<file path="config.mk">
export PLATFORM = sky130hd
export DESIGN_NAME = ram_arbiter
export DESIGN_NICKNAME = d
export VERILOG_FILES = /design/src/rtl/ram_arbiter_pkg.sv /design/src/rtl/ram_arbiter_starve_counter.sv /design/src/rtl/ram_arbiter.sv
export SDC_FILE = /design/constraint.sdc
export NUM_CORES = 1
export LEC_CHECK = 0
export ABC_AREA = 0
export CORE_UTILIZATION = 35
export CTS_CLUSTER_DIAMETER = 120
export CTS_CLUSTER_SIZE = 12
export DETAILED_ROUTE_END_ITERATION = 6
export PLACE_DENSITY = 0.7
export SYNTH_ARGS = -nofsm -noshare
export SYNTH_HDL_FRONTEND = slang
export SYNTH_HIERARCHICAL = 1
export SYNTH_SLANG_ARGS = --single-unit
</file>
<file path="constraint.sdc">
create_clock -name CLK -period 2.35 [get_ports CLK]
set_input_delay 0.3525 -clock CLK [delete_from_list [all_inputs] [get_ports CLK]]
set_output_delay 0.3525 -clock CLK [all_outputs]
set_load 0.01 [all_outputs]
</file>
<file path="src/rtl/ram_arbiter_pkg.sv">
`default_nettype none
// ============================================================================
// Module      : ram_arbiter_pkg
// Description : Shared types and default sizes for the CPU/IO RAM arbiter.
// Revision    : 1.0 - initial release
// ============================================================================
package ram_arbiter_pkg;

    localparam int c_ADDR_W       = 10;
    localparam int c_DATA_W       = 32;
    localparam int c_STARVE_MAX   = 4;
    localparam int c_STARVE_CNT_W = 4;

    typedef enum logic [2:0] {
        S_IDLE     = 3'd0,
        S_ACC_CPU  = 3'd1,
        S_ACC_IO   = 3'd2,
        S_RESP_CPU = 3'd3,
        S_RESP_IO  = 3'd4
    } state_t;

endpackage
`default_nettype wire

</file>
<file path="src/rtl/ram_arbiter_starve_counter.sv">
`default_nettype none
// ============================================================================
// Module      : starve_counter
// Description : Saturating count of consecutive IO arbitration losses.
// Revision    : 1.0 - initial release
// ============================================================================
module starve_counter
    import ram_arbiter_pkg::*;
#(
    parameter int MAX   = c_STARVE_MAX,
    parameter int CNT_W = c_STARVE_CNT_W
) (
    input  logic CLK,
    input  logic reset,
    input  logic inc,
    input  logic clr,
    output logic sat
);

    localparam logic [CNT_W-1:0] c_MAX = CNT_W'(MAX);

    logic [CNT_W-1:0] r_count;
    logic             w_sat;

    assign w_sat = (r_count >= c_MAX);
    assign sat   = w_sat;

    always_ff @(posedge CLK or negedge reset) begin
        if (!reset) begin
            r_count <= '0;
        end else if (clr) begin
            r_count <= '0;
        end else if (inc && !w_sat) begin
            r_count <= r_count + 1'b1;
        end
    end

endmodule
`default_nettype wire

</file>
<file path="src/rtl/ram_arbiter.sv">
`default_nettype none
// ============================================================================
// Module      : ram_arbiter
// Description : Two-requester (CPU/IO) arbiter for one synchronous RAM port.
// Revision    : 1.0 - initial release
// ============================================================================
module ram_arbiter
    import ram_arbiter_pkg::*;
#(
    parameter int ADDR_W     = c_ADDR_W,
    parameter int DATA_W     = c_DATA_W,
    parameter int STARVE_MAX = c_STARVE_MAX
) (
    input  logic              CLK,
    input  logic              reset,
    input  logic              cpu_req,
    input  logic              cpu_we,
    input  logic [ADDR_W-1:0] cpu_addr,
    input  logic [DATA_W-1:0] cpu_wdata,
    output logic              cpu_gnt,
    output logic              cpu_rvalid,
    output logic [DATA_W-1:0] cpu_rdata,
    output logic              cpu_stall,
    input  logic              io_req,
    input  logic              io_we,
    input  logic [ADDR_W-1:0] io_addr,
    input  logic [DATA_W-1:0] io_wdata,
    output logic              io_gnt,
    output logic              io_rvalid,
    output logic [DATA_W-1:0] io_rdata,
    output logic [ADDR_W-1:0] ram_addr,
    output logic [DATA_W-1:0] ram_wdata,
    output logic              ram_we,
    output logic              ram_re,
    input  logic [DATA_W-1:0] ram_rdata
);

    state_t            r_state;
    state_t            w_next;
    logic [ADDR_W-1:0] r_addr;
    logic              r_we;
    logic [DATA_W-1:0] r_wdata;
    logic [DATA_W-1:0] r_cpu_rdata;
    logic [DATA_W-1:0] r_io_rdata;
    logic              w_idle;
    logic              w_sat;
    logic              w_cpu_win;
    logic              w_io_win;
    logic              w_inc;
    logic              w_clr;

    // Starved IO overrides CPU priority once the loss count saturates.
    assign w_idle    = (r_state == S_IDLE);
    assign w_cpu_win = cpu_req & ~(io_req & w_sat);
    assign w_io_win  = io_req & ~w_cpu_win;
    assign w_inc     = w_idle & io_req & w_cpu_win;
    assign w_clr     = w_idle & (w_io_win | ~io_req);

    starve_counter #(
        .MAX   (STARVE_MAX),
        .CNT_W (c_STARVE_CNT_W)
    ) u_starve (
        .CLK   (CLK),
        .reset (reset),
        .inc   (w_inc),
        .clr   (w_clr),
        .sat   (w_sat)
    );

    always_ff @(posedge CLK or negedge reset) begin
        if (!reset) begin
            r_state     <= S_IDLE;
            r_addr      <= '0;
            r_we        <= 1'b0;
            r_wdata     <= '0;
            r_cpu_rdata <= '0;
            r_io_rdata  <= '0;
        end else begin
            r_state <= w_next;
            if (w_idle && w_cpu_win) begin
                r_addr  <= cpu_addr;
                r_we    <= cpu_we;
                r_wdata <= cpu_wdata;
            end else if (w_idle && w_io_win) begin
                r_addr  <= io_addr;
                r_we    <= io_we;
                r_wdata <= io_wdata;
            end
            if (r_state == S_RESP_CPU) r_cpu_rdata <= ram_rdata;
            if (r_state == S_RESP_IO)  r_io_rdata  <= ram_rdata;
        end
    end

    always_comb begin
        w_next     = r_state;
        cpu_gnt    = 1'b0;
        cpu_rvalid = 1'b0;
        cpu_rdata  = r_cpu_rdata;
        io_gnt     = 1'b0;
        io_rvalid  = 1'b0;
        io_rdata   = r_io_rdata;
        ram_addr   = r_addr;
        ram_wdata  = r_wdata;
        ram_we     = 1'b0;
        ram_re     = 1'b0;
        case (r_state)
            S_IDLE: begin
                if (w_cpu_win)     w_next = S_ACC_CPU;
                else if (w_io_win) w_next = S_ACC_IO;
            end
            S_ACC_CPU: begin
                cpu_gnt = 1'b1;
                ram_we  = r_we;
                ram_re  = ~r_we;
                w_next  = r_we ? S_IDLE : S_RESP_CPU;
            end
            S_ACC_IO: begin
                io_gnt = 1'b1;
                ram_we = r_we;
                ram_re = ~r_we;
                w_next = r_we ? S_IDLE : S_RESP_IO;
            end
            S_RESP_CPU: begin
                cpu_rvalid = 1'b1;
                cpu_rdata  = ram_rdata;
                w_next     = S_IDLE;
            end
            S_RESP_IO: begin
                io_rvalid = 1'b1;
                io_rdata  = ram_rdata;
                w_next    = S_IDLE;
            end
            default: w_next = S_IDLE;
        endcase
    end

    // Stall is gated by reset so every output reads zero while reset is low.
    assign cpu_stall = reset & cpu_req
                     & ~(((r_state == S_ACC_CPU) & r_we) | (r_state == S_RESP_CPU));

endmodule
`default_nettype wire

</file>
Yosys cells after proc, flatten, opt, wreduce, memory -nomap -nowiden
Cells that the tools add are included.
{ "classes": {"addsub": 1, "order_cmp": 1, "eq_ne": 5, "muxes": 21, "bitwise": 16, "reduce_logical": 8} }
{ "op_table": {"columns": ["cell", "count"], "rows": [
  ["$mux W32", 4],
  ["$mux W10", 2],
  ["$and A1 B1 Y1", 9],
  ["$mux W3", 3],
  ["$pmux W3 S3", 1],
  ["$mux W1", 8],
  ["$mux W4", 2],
  ["$eq A3 B2 Y1 const B", 2],
  ["$not A1 Y1", 5],
  ["$add A4 B1 Y4 const B", 1],
  ["$ge A4 B3 Y1 const B", 1],
  ["$reduce_bool A2 Y1", 2],
  ["$eq A3 B1 Y1 const B", 1],
  ["$eq A3 B3 Y1 const B", 1],
  ["$logic_and A1 B1 Y1", 3],
  ["$logic_not A3 Y1", 1],
  ["$ne A3 B1 Y1 const B", 1],
  ["$mux W2", 1],
  ["$or A1 B1 Y1", 2],
  ["$reduce_or A2 Y1", 1],
  ["$logic_not A1 Y1", 1]
]} }
{ "word_totals": {"register_bits": 114} }

Longest topological paths before layout
Gate-level depths: netlist (run 1).
{ "logic_depth": {"word_depth": 9, "depth_mapped": 7, "mapped_depth_nobuf": 5} }

Cells and area by module
Netlist (run 1), hierarchy kept.
{ "by_module_without_submodules": {"columns": ["mod", "n_inst", "cells_per_inst", "area_per_inst_um2"], "rows": [
  ["ram_arbiter", 1, 407, 4809.6],
  ["starve_counter", 1, 17, 203.9]
]} }

Least setup slack after synthesis (run 1)
Ideal clock, no wire load.
{ "synth_timing": {"path_kind": "reg2reg", "startpoint": "reg u_starve.r_count[2]", "endpoint": "reg u_starve.r_count[0]", "setup_ns": 0.128, "arrival_ns": 1.882, "required_time_ns": 2.222, "setup_slack_ns": 0.341, "stages_incl_launch_ff": 8, "path_buffers": 2, "period_less_slack_ns": 2.009, "cell_sequence": "dfrtp_1 or2_2 a21boi_2 buf_4 buf_2 and3_1 nor3b_4 mux2_1"} }
{ "synth_between": {"word_cells_on_any_way": 13} }
{ "synth_lines": {"columns": ["element", "line", "source"], "rows": [
  ["start, declared", "ram_arbiter_starve_counter.sv:22", "logic [CNT_W-1:0] r_count;"],
  ["start signal, assigned", "ram_arbiter_starve_counter.sv:34", "r_count <= r_count + 1'b1;"],
  ["$ge A4 B3 Y1", "ram_arbiter_starve_counter.sv:25", "assign w_sat = (r_count >= c_MAX);"],
  ["via w_sat", "ram_arbiter.sv:46", "logic w_sat;"],
  ["$and A1 B1 Y1", "ram_arbiter.sv:54", "assign w_cpu_win = cpu_req & ~(io_req & w_sat);"],
  ["$not A1 Y1", "ram_arbiter.sv:54", null],
  ["$and A1 B1 Y1", "ram_arbiter.sv:54", null],
  ["$and A1 B1 Y1", "ram_arbiter.sv:56", "assign w_inc = w_idle & io_req & w_cpu_win;"],
  ["via w_inc", "ram_arbiter.sv:49", "logic w_inc;"],
  ["$logic_and A1 B1 Y1", "ram_arbiter_starve_counter.sv:33", "end else if (inc && !w_sat) begin"],
  ["$reduce_bool A2 Y1 (no source line)", null, null]
]} }
The timed path passes the listed nets, and every way through them passes these cells.
A chain may end at the register's enable or synchronous reset.

Worst setup path after layout (run 1)
{ "layout_timing": {"startpoint": "reg r_state[2]", "endpoint": "out io_rdata[22]"} }
{ "layout_between": {"elab_chain_len": 2} }
{ "layout_rtl": {"columns": ["element", "line", "source"], "rows": [
  ["start, declared", "ram_arbiter.sv:38", "state_t r_state;"],
  ["start signal, assigned", "ram_arbiter.sv:79", "r_state <= w_next;"],
  ["$eq A3 B3 Y1", "ram_arbiter.sv:106", "case (r_state)"],
  ["$mux W32", "ram_arbiter.sv:106", null],
  ["end, declared", "ram_arbiter.sv:30", "output logic [DATA_W-1:0] io_rdata,"]
]} }
Every way passes these cells.

==> tab_implementation.tex, run 1 <==
\begin{tabular}{lr}
\hline
Metric & Value \\
\hline
\multicolumn{2}{l}{\textbf{Worst setup path}} \\
\quad Arrival time of the worst setup path & 2.01 ns \\
\quad WP buf/inv & 6 \\
\quad Worst path cell trace & buf\_6 > nor3b\_4 > buf\_6 > buf\_12 > buf\_12 > buf\_4 > mux2\_4 > buf\_6 \\
\quad Maximum net fanout on the critical path & 6 \\
\quad Startpoint of the most critical register-to-register path & r\_state[2]\$\_DFFE\_PN0P\_ \\
\quad Kind of end point of the critical path & primary output \\
\quad Setup crit start kind & flip-flop \\
\quad Critical Path RT & 2.00 ns \\
\quad Delay of the slowest cell on the worst path & 0.39 ns \\
\quad Cell type group with the largest total delay on the critical path & buffers and inverters \\
\quad Endpoint of the worst-slack reg-to-reg timing path & ram\_wdata[29]\$\_DFFE\_PN0P\_ \\
\quad Setup slack on the worst flop-to-flop path & 0.33 ns \\
\quad Critical path class & reg2out \\
\quad Most common cell on crit path & buf\_6 \\
\quad R2R depth & 7 \\
\quad Cell with the largest stage delay on the worst path & dfrtp\_1 \\
\multicolumn{2}{l}{\textbf{STA}} \\
\quad Pins over their slew limit & 0 \\
\quad Tightest Pin Transition & 1.08 ns \\
\quad Setup TNS & -0.0126 ns \\
\quad Final Skew & 0.0121 ns \\
\quad FMAX & 0.423 GHz \\
\quad Final cycle utilization of the critical path & 101\% \\
\quad Number of hold violations in the final report & 0 \\
\quad Least setup slack across all paths after layout & -0.0126 ns \\
\quad Final number of setup-violating endpoints & 1 \\
\quad Setup repair after global routing missed its margin & yes \\
\quad Clock period minus final worst setup slack & 2.36 ns \\
\quad Worst slew margin relative to its limit & 27.4\% \\
\multicolumn{2}{l}{\textbf{Cells and area}} \\
\quad Share of final-layout standard cells stronger than drive strength 1 & 25.4\% \\
\quad Signed area change from the synthesized netlist to the final layout & 64.6\% \\
\quad Flip-flop and latch area & 2850 sq um \\
\quad Count of non-filler cells in the finished layout & 864 \\
\quad Diodes inserted & 0 \\
\quad Combined area of the multi-input logic cells & 1990 sq um \\
\quad Number of nets in the layout & 795 \\
\quad Filler cell count in the final layout & 1165 \\
\multicolumn{2}{l}{\textbf{Power and ir drop}} \\
\quad Share of total power in sequential cells & 29.2\% \\
\quad Share of total power consumed by net switching & 33.5\% \\
\quad Combinational share of power & 47.8\% \\
\quad Leakage component of the power & 0.00360 uW \\
\quad Power Dens Cells & 1370 nW/um\^{}2 \\
\quad Switching power & 3780 uW \\
\quad Largest voltage drop on the vdd net & 0.509 mV \\
\quad Internal power contribution & 7500 uW \\
\quad Total power & 11300 uW \\
\quad Clock network fraction of design power & 23.0\% \\
\multicolumn{2}{l}{\textbf{Floorplan}} \\
\quad Initial standard-cell utilization of the core & 36.0\% \\
\quad Vertical extent of the die & 122 microns \\
\quad Number of top-level design ports & 235 \\
\quad Area of the placeable core & 13900 sq um \\
\quad Die Width & 122 microns \\
\quad Number of cell rows & 43 \\
\quad Full die area & 14800 sq um \\
\multicolumn{2}{l}{\textbf{Clock tree}} \\
\quad Root Buffer & clkbuf\_16 \\
\quad Clock insertion delay at the later pin of the skew report & 0.40 ns \\
\quad Number of buffers between clock root and the deepest sink & 2 \\
\quad Number of buffers created by CTS & 17 \\
\quad Total number of H-tree levels & 4 \\
\quad Clock-pin slew of the registers on the worst-case setup and hold paths & 0.05 ns \\
\quad Clock sink count & 114 \\
\quad Clock tree from TritonCTS & yes \\
\multicolumn{2}{l}{\textbf{Yosys}} \\
\quad Mux share of post-synthesis cell area & 14.8\% \\
\quad Top cell type by total area after synthesis & dfrtp\_1 \\
\quad Yosys synthesis warning count & 6 \\
\quad Netlist area before placement & 5010 sq um \\
\quad Fraction of the mapped netlist area in adder cells & 0.250\% \\
\quad Number of nets produced by synthesis & 547 \\
\quad Register bit total from synthesis & 114 \\
\quad Share of the yosys chip area belonging to registers & 56.9\% \\
\quad Top cell type's share of synthesized area & 56.9\% \\
\quad Post-synthesis share of cell area spent on xor and xnor gates & 0.175\% \\
\quad Count of mapped cells out of synthesis & 424 \\
\quad Distinct cell type count of the synthesized netlist & 35 \\
\quad Post-synthesis simple-gate area fraction & 6.51\% \\
\quad Top cells by area in the synthesized netlist & dfrtp\_1 (57\%), mux2\_2 (14\%), o31ai\_1 (6.3\%), a21oi\_1 (4.5\%), o21ai\_0 (3.6\%) \\
\quad Dominant combinational cell family by area after synthesis & compound AO/OA/AOI/OAI gates \\
\quad Average instance area after synthesis & 11.8 sq um \\
\quad Compound-gate portion of the synthesized area & 16.6\% \\
\multicolumn{2}{l}{\textbf{Detailed routing}} \\
\quad Final antenna-violating net count & 0 \\
\quad Iter 0 DRT Violations & 212 \\
\quad Via/cell ratio & 5.09 \\
\quad Total wire length & 14800 microns \\
\quad Routed length per placed instance & 17.1 microns \\
\quad Final routed DRC violation total & 0 \\
\quad Total number of vias & 4400 \\
\quad Number of optimization iterations in the first detailed-route pass & 6 \\
\multicolumn{2}{l}{\textbf{Min path}} \\
\quad Classification of the worst-slack hold path & in2async \\
\multicolumn{2}{l}{\textbf{Global route}} \\
\quad Vias in the first global route & 4405 \\
\quad Number of antenna violations at the first check in global routing & 0 \\
\quad Global-route wire length before repair & 22400 microns \\
\quad Total global routing overflow & 0 \\
\quad Total track usage & 19.6\% \\
\quad Pin count of the biggest net entering global routing & 60 \\
\multicolumn{2}{l}{\textbf{Placement}} \\
\quad Count of input and output buffers & 234 \\
\quad RD Place Congestion & 0.776 \\
\quad Worst slack at placement & 0.0327 ns \\
\quad HPWL reported at the end of detailed placement & 10100 microns \\
\quad Total placed cells including tap cells & 817 \\
\multicolumn{2}{l}{\textbf{Outcome}} \\
\quad Violations in the final reports & negative setup slack \\
\quad Status & finished, violations left \\
\multicolumn{2}{l}{\textbf{Job}} \\
\quad Number of violations of the max-capacitance limit & 0 \\
\hline
\end{tabular}
-- through the flow --
| step | area (sq um) | hold slack, ns | util, % |
|---|---|---|---|
| final | 8250 | 0.391 | 59.2 |
| after global routing | 8250 | 0.383 | 59.2 |
| after CTS | 8230 | 0.387 | 59.0 |
| after detailed placement | 7530 | 0.211 | 54.0 |
| after global placement | 7530 | 0.207 | 54.0 |
| after floorplan | 5010 | 0.0569 | - |
-- logic make-up after synthesis --
family | count (synthesis)
compound gates | 137
xor+xnor | 1
fa+ha+maj | 1
buf+inv | 39
flops | 114
mux | 66
simple gates | 66
-- final cells by class --
cell class	count	area share (%)
multi-input cells	271	24.2
inverters	3	0.136
clock inverters	9	1.56
flip-flops and latches	114	34.6
clock buffers	22	5.75
repair buffers	265	31.1
well taps	180	2.73
-- sequential cells by signal, indices dropped and copies added, names as in the netlist --
signal / flops
r_cpu_rdata: 32
r_we: 1
r_state: 3
ram_wdata: 32
ram_addr: 10
u_starve/r_count: 4
r_io_rdata: 32
-- worst max-delay path by stage --
stage                               startpoint  cells after the start                              end  slack (ns)
3_5_place_dp                           cpu_req                      5        ram_wdata[16]$_DFFE_PN0P_        0.03
6_report                r_state[2]$_DFFE_PN0P_                      8                     io_rdata[22]       -0.01
5_1_grt                 r_state[2]$_DFFE_PN0P_                      8                     io_rdata[22]       -0.07
3_3_place_gp                           cpu_req                      5        ram_wdata[20]$_DFFE_PN0P_        0.16
2_1_floorplan  u_starve/r_count[2]$_DFFE_PN0P_                      7  u_starve/r_count[0]$_DFFE_PN0P_        0.34
4_1_cts                 r_state[2]$_DFFE_PN0P_                      8                     io_rdata[23]       -0.04
-- synth_stat cells (all sizes together) --
library cell and count:
a211oi 2, a21bo 1, a21boi 1, a21oi 45, and3 1, buf 25, clkbuf 11, dfrtp 114
ha 1, inv 3, mux2 65, mux2i 1, nand2 1, nand2b 3, nand3b 2, nor2 46
nor2b 3, nor3 3, nor3b 4, o21ai 44, o311a 1, o31ai 43, or2 1, or3 2
xnor2 1
-- worst reg2reg max path, cell delays in order, from the launching register on --
cell	delay, ns
dfrtp_1	0.39
buf_6	0.13
buf_4	0.12
buf_4	0.15
nor3_4	0.16
buf_12	0.25
o21ai_4	0.32
o31ai_1	0.40
-- layer usage --
layer  global-route usage (%)  up-vias  part of all wire [%]
met5                        0        -                     0
met4                     5.63        0                   1.0
met3                     6.84       13                   9.0
met2                     32.9      224                    48
met1                     23.7     2144                    42
li1                         -     2019                     -
-- placed cells by master (no fill, tap or decap), types with 2 or more instances in the layout --
cell type          n
nor2_1            45
buf_6             17
clkinvlp_4         2
o21ai_0           36
buf_2              5
clkinv_2           3
mux2_4            15
clkdlybuf4s50_1  165
dlygate4sd2_1     24
or3_1              2
mux2_2            49
buf_16             2
nor3b_1            2
clkbuf_8           3
o21ai_1            7
nor3b_4            2
dlymetal6s2s_1     2
buf_12             5
nand2b_1           3
dfrtp_1          114
a21oi_1           45
inv_1              3
clkbuf_16         18
buf_4             17
bufinv_16          3
clkbuf_2          24
o31ai_1           42
a211oi_1           2
nor2b_1            3
nor3_1             2
clkbuf_1           2
nand3b_1           2
-- power groups by stage --
stage          combinational [uW]  sequential (uW)  clock [uW]
3_3_place_gp                 5410             3270           0
6_report                     5390             3300        2590
5_1_grt                      5790             3390        2760
3_5_place_dp                 5540             3300           0
4_1_cts                      5300             3290        2660
2_1_floorplan                2610             3360           0
-- timing repair --
| action | 4_1_cts | 5_1_grt |
|---|---|---|
| hold endpoints to repair | 10 | 0 |
| pin swaps | 1 | 0 |
| gates cloned | 3 | 1 |
| buffers inserted | 8 | 3 |
| endpoints found under the setup margin | 64 | 44 |
| resized for setup | 151 | 56 |
| hold buffers | 1 | 0 |
Note: power is estimated with default switching activity, not from simulation.
==> inputs of run 2 (changes only) <==
--- a/config.mk
+++ b/config.mk
@@ -6,6 +6,7 @@
 export NUM_CORES = 1
 export LEC_CHECK = 0
 export ABC_AREA = 0
+export CAP_MARGIN = 0
 export CORE_UTILIZATION = 35
 export CTS_CLUSTER_DIAMETER = 120
 export CTS_CLUSTER_SIZE = 12
==> results of run 2 <==
No change in the layout: final DEF, timing and power equal those of run 1.
==> inputs of run 3 (changes only) <==
--- a/config.mk
+++ b/config.mk
@@ -7,11 +7,12 @@
 export LEC_CHECK = 0
 export ABC_AREA = 0
 export CAP_MARGIN = 0
-export CORE_UTILIZATION = 35
+export CORE_UTILIZATION = 41
 export CTS_CLUSTER_DIAMETER = 120
 export CTS_CLUSTER_SIZE = 12
 export DETAILED_ROUTE_END_ITERATION = 6
-export PLACE_DENSITY = 0.7
+export PLACE_DENSITY = 0.8
+export SLEW_MARGIN = 10
 export SYNTH_ARGS = -nofsm -noshare
 export SYNTH_HDL_FRONTEND = slang
 export SYNTH_HIERARCHICAL = 1
==> run 3 against run 2 <==
Compared with the run above: the flow now finishes without violations; final area is 1.3% lower; combinational power decreased by 1%; core utilization rose by 8.8 points; final cell count decreased by 4.9%; first-iteration DRC count increased by 51%; power down 1.7%; flip-flop and latch count unchanged; clock-buffer cell count rose by 1; critical endpoint is now cpu_rdata[1]; via count decreased by 0.32%.
==> tab_implementation.tex, run 3 (synthesis results as in run 1) <==
\begin{tabular}{lr}
\hline
Metric & Value \\
\hline
\multicolumn{2}{l}{\textbf{Job}} \\
\quad Number of violations of the max-capacitance limit & 0 (unchanged) \\
\multicolumn{2}{l}{\textbf{Worst setup path}} \\
\quad Critical path class & reg2out (unchanged) \\
\quad Delay of the slowest cell on the worst path & 0.41 ns (was 0.39 ns) \\
\quad Cell type group with the largest total delay on the critical path & buffers and inverters (unchanged) \\
\quad Cell with the largest stage delay on the worst path & dfrtp\_1 (unchanged) \\
\quad Kind of end point of the critical path & primary output (unchanged) \\
\quad Endpoint of the worst-slack reg-to-reg timing path & ram\_wdata[29]\$\_DFFE\_PN0P\_ (unchanged) \\
\quad Worst path cell trace & nand3b\_1 > buf\_4 > clkbuf\_16 > mux2\_2 > dlygate4sd2\_1 (was buf\_6 > nor3b\_4 > buf\_6 > buf\_12 > buf\_12 > buf\_4 > mux2\_4 > buf\_6) \\
\quad Maximum net fanout on the critical path & 16 (was 6) \\
\quad Startpoint of the most critical register-to-register path & u\_starve/r\_count[2]\$\_DFFE\_PN0P\_ (was r\_state[2]\$\_DFFE\_PN0P\_) \\
\quad R2R depth & 5 (was 7) \\
\quad Setup crit start kind & flip-flop (unchanged) \\
\quad WP buf/inv & 3 (was 6) \\
\quad Arrival time of the worst setup path & 1.99 ns (was 2.01 ns) \\
\quad Setup slack on the worst flop-to-flop path & 0.38 ns (was 0.33 ns) \\
\quad Critical Path RT & 2.00 ns (about the same) \\
\multicolumn{2}{l}{\textbf{STA}} \\
\quad Tightest Pin Transition & 1.11 ns (was 1.08 ns) \\
\quad Clock period minus final worst setup slack & 2.34 ns (was 2.36 ns) \\
\quad Final number of setup-violating endpoints & 0 (was 1) \\
\quad Final cycle utilization of the critical path & 99.6\% (was 101\%) \\
\quad Number of hold violations in the final report & 0 (unchanged) \\
\quad Worst slew margin relative to its limit & 25.8\% (was 27.4\%) \\
\quad Pins over their slew limit & 0 (unchanged) \\
\quad Setup repair after global routing missed its margin & yes (unchanged) \\
\quad Final Skew & 0.00730 ns (was 0.0121 ns) \\
\quad FMAX & 0.427 GHz (was 0.423 GHz) \\
\quad Tightest hold margin & 0.0401 ns (was 0.391 ns) \\
\multicolumn{2}{l}{\textbf{Global route}} \\
\quad Global-route wire length before repair & 23700 microns (was 22400 microns) \\
\quad Number of antenna violations at the first check in global routing & 0 (unchanged) \\
\quad Pin count of the biggest net entering global routing & 115 (was 60) \\
\quad Total global routing overflow & 0 (unchanged) \\
\quad Total track usage & 24.4\% (was 19.6\%) \\
\quad Vias in the first global route & 4630 (was 4405) \\
\multicolumn{2}{l}{\textbf{Clock tree}} \\
\quad Clock sink count & 114 (unchanged) \\
\quad Number of buffers between clock root and the deepest sink & 2 (unchanged) \\
\quad Clock insertion delay at the later pin of the skew report & 0.41 ns (was 0.40 ns) \\
\quad Post-CTS Hold Buffers & 0 (was 1) \\
\quad Root Buffer & clkbuf\_16 (unchanged) \\
\quad Clock tree from TritonCTS & yes (unchanged) \\
\quad Clock-pin slew of the registers on the worst-case setup and hold paths & 0.05 ns (about the same) \\
\quad Number of buffers created by CTS & 17 (unchanged) \\
\quad Total number of H-tree levels & 4 (unchanged) \\
\multicolumn{2}{l}{\textbf{Detailed routing}} \\
\quad Via/cell ratio & 5.34 (was 5.09) \\
\quad Total number of vias & 4386 (was 4400) \\
\quad Number of optimization iterations in the first detailed-route pass & 5 (was 6) \\
\quad Final antenna-violating net count & 0 (unchanged) \\
\quad Routed length per placed instance & 18.4 microns (was 17.1 microns) \\
\quad Iter 0 DRT Violations & 321 (was 212) \\
\quad Total wire length & 15100 microns (was 14800 microns) \\
\quad Final routed DRC violation total & 0 (unchanged) \\
\multicolumn{2}{l}{\textbf{Power and ir drop}} \\
\quad Power Dens Cells & 1360 nW/um\^{}2 (was 1370 nW/um\^{}2) \\
\quad Leakage component of the power & 0.00357 uW (was 0.00360 uW) \\
\quad Largest voltage drop on the vdd net & 0.758 mV (was 0.509 mV) \\
\multicolumn{2}{l}{\textbf{Placement}} \\
\quad Total placed cells including tap cells & 780 (was 817) \\
\quad RD Place Congestion & 0.744 (was 0.776) \\
\quad HPWL reported at the end of detailed placement & 9680 microns (was 10100 microns) \\
\quad Count of input and output buffers & 234 (unchanged) \\
\multicolumn{2}{l}{\textbf{Floorplan}} \\
\quad Number of cell rows & 40 (was 43) \\
\quad Die Width & 113 microns (was 122 microns) \\
\quad Full die area & 12700 sq um (was 14800 sq um) \\
\quad Area of the placeable core & 12000 sq um (was 13900 sq um) \\
\quad Number of top-level design ports & 235 (unchanged) \\
\quad Vertical extent of the die & 113 microns (was 122 microns) \\
\quad Initial standard-cell utilization of the core & 41.9\% (was 36.0\%) \\
\multicolumn{2}{l}{\textbf{Cells and area}} \\
\quad Leading cell types in the layout, fill and taps excluded & clkdlybuf4s50\_1 (166), dfrtp\_1 (114), mux2\_2 (51) (was clkdlybuf4s50\_1 (165), dfrtp\_1 (114), mux2\_2 (49)) \\
\quad Leading cell type in the layout, fill and taps excluded & clkdlybuf4s50\_1 (unchanged) \\
\quad Share of final-layout standard cells stronger than drive strength 1 & 23.0\% (was 25.4\%) \\
\quad Signed area change from the synthesized netlist to the final layout & 62.4\% (was 64.6\%) \\
\quad Count of non-filler cells in the finished layout & 822 (was 864) \\
\quad Number of nets in the layout & 788 (was 795) \\
\quad Diodes inserted & 0 (unchanged) \\
\multicolumn{2}{l}{\textbf{Min path}} \\
\quad Classification of the worst-slack hold path & in2async (unchanged) \\
\multicolumn{2}{l}{\textbf{Outcome}} \\
\quad Status & completed (was finished, violations left) \\
\hline
\end{tabular}
[run 3: metrics by stage]
stage	TNS (ns)	utilization [%]	worst slack [ns]	power [uW]	area (sq um)
finish	0	68.1	0.00840	11100	8140
global route	-0.910	68.1	-0.0627	11700	8140
CTS	-0.121	67.1	-0.121	11000	8030
detailed placement	0	62.4	0.0707	8840	7470
global placement	0	62.4	0.153	8640	7470
floorplan	0	-	0.341	5970	5010
[run 3: area by class of cell]
type,count,area (sq um)
Fill cell,896,3820
Sequential cell,114,2850
Timing Repair Buffer,258,2530
Multi-Input combinational cell,271,1990
Clock buffer,23,488
Tap cell,147,184
Clock inverter,6,80.1
Inverter,3,11.3
[run 3: how the worst max path moves through the flow]
| stage | start | end | cells past startpoint | slack [ns] |
|---|---|---|---|---|
| finish | r_state[0]$_DFFE_PN0P_ | cpu_rdata[1] | 5 | 0.008 |
| global route | r_state[1]$_DFFE_PN0P_ | cpu_rdata[1] | 5 | -0.06 |
| CTS | r_state[1]$_DFFE_PN0P_ | cpu_rdata[20] | 4 | -0.12 |
| detailed placement | io_req | ram_wdata[7]$_DFFE_PN0P_ | 3 | 0.07 |
| global placement | io_req | ram_addr[9]$_DFFE_PN0P_ | 3 | 0.15 |
| floorplan | u_starve/r_count[2]$_DFFE_PN0P_ | u_starve/r_count[0]$_DFFE_PN0P_ | 7 | 0.34 |
[run 3: where the power goes]
group / switching (uW) / total, uW / internal (uW)
Sequential: 369 / 3290 / 2920
Combinational: 2560 / 5320 / 2760
Clock: 824 / 2470 / 1640
Total: 3760 / 11100 / 7330
[run 3: metal layers]
layer	global-route usage (%)	up-vias	share of wire, %
li1	-	2006	-
met2	40.9	211	49
met1	28.3	2147	41
met3	7.94	22	7.6
met5	0	-	0
met4	11.3	0	1.9
[run 3: worst reg2reg max path, stage by stage (launching register included)]
cell and delay (ns):
dfrtp_1 0.41, or2_2 0.35, a21boi_4 0.21, buf_4 0.44, a21oi_1 0.16, o31ai_1 0.28
[run 3: timing repair]
action / in CTS / in global routing
buffers inserted: 3 / 6
pin swaps: 1 / 2
gates cloned: 3 / 1
endpoints found under the hold margin: 0 / 0
resized for setup: 145 / 25
setup endpoints to repair: 64 / 29
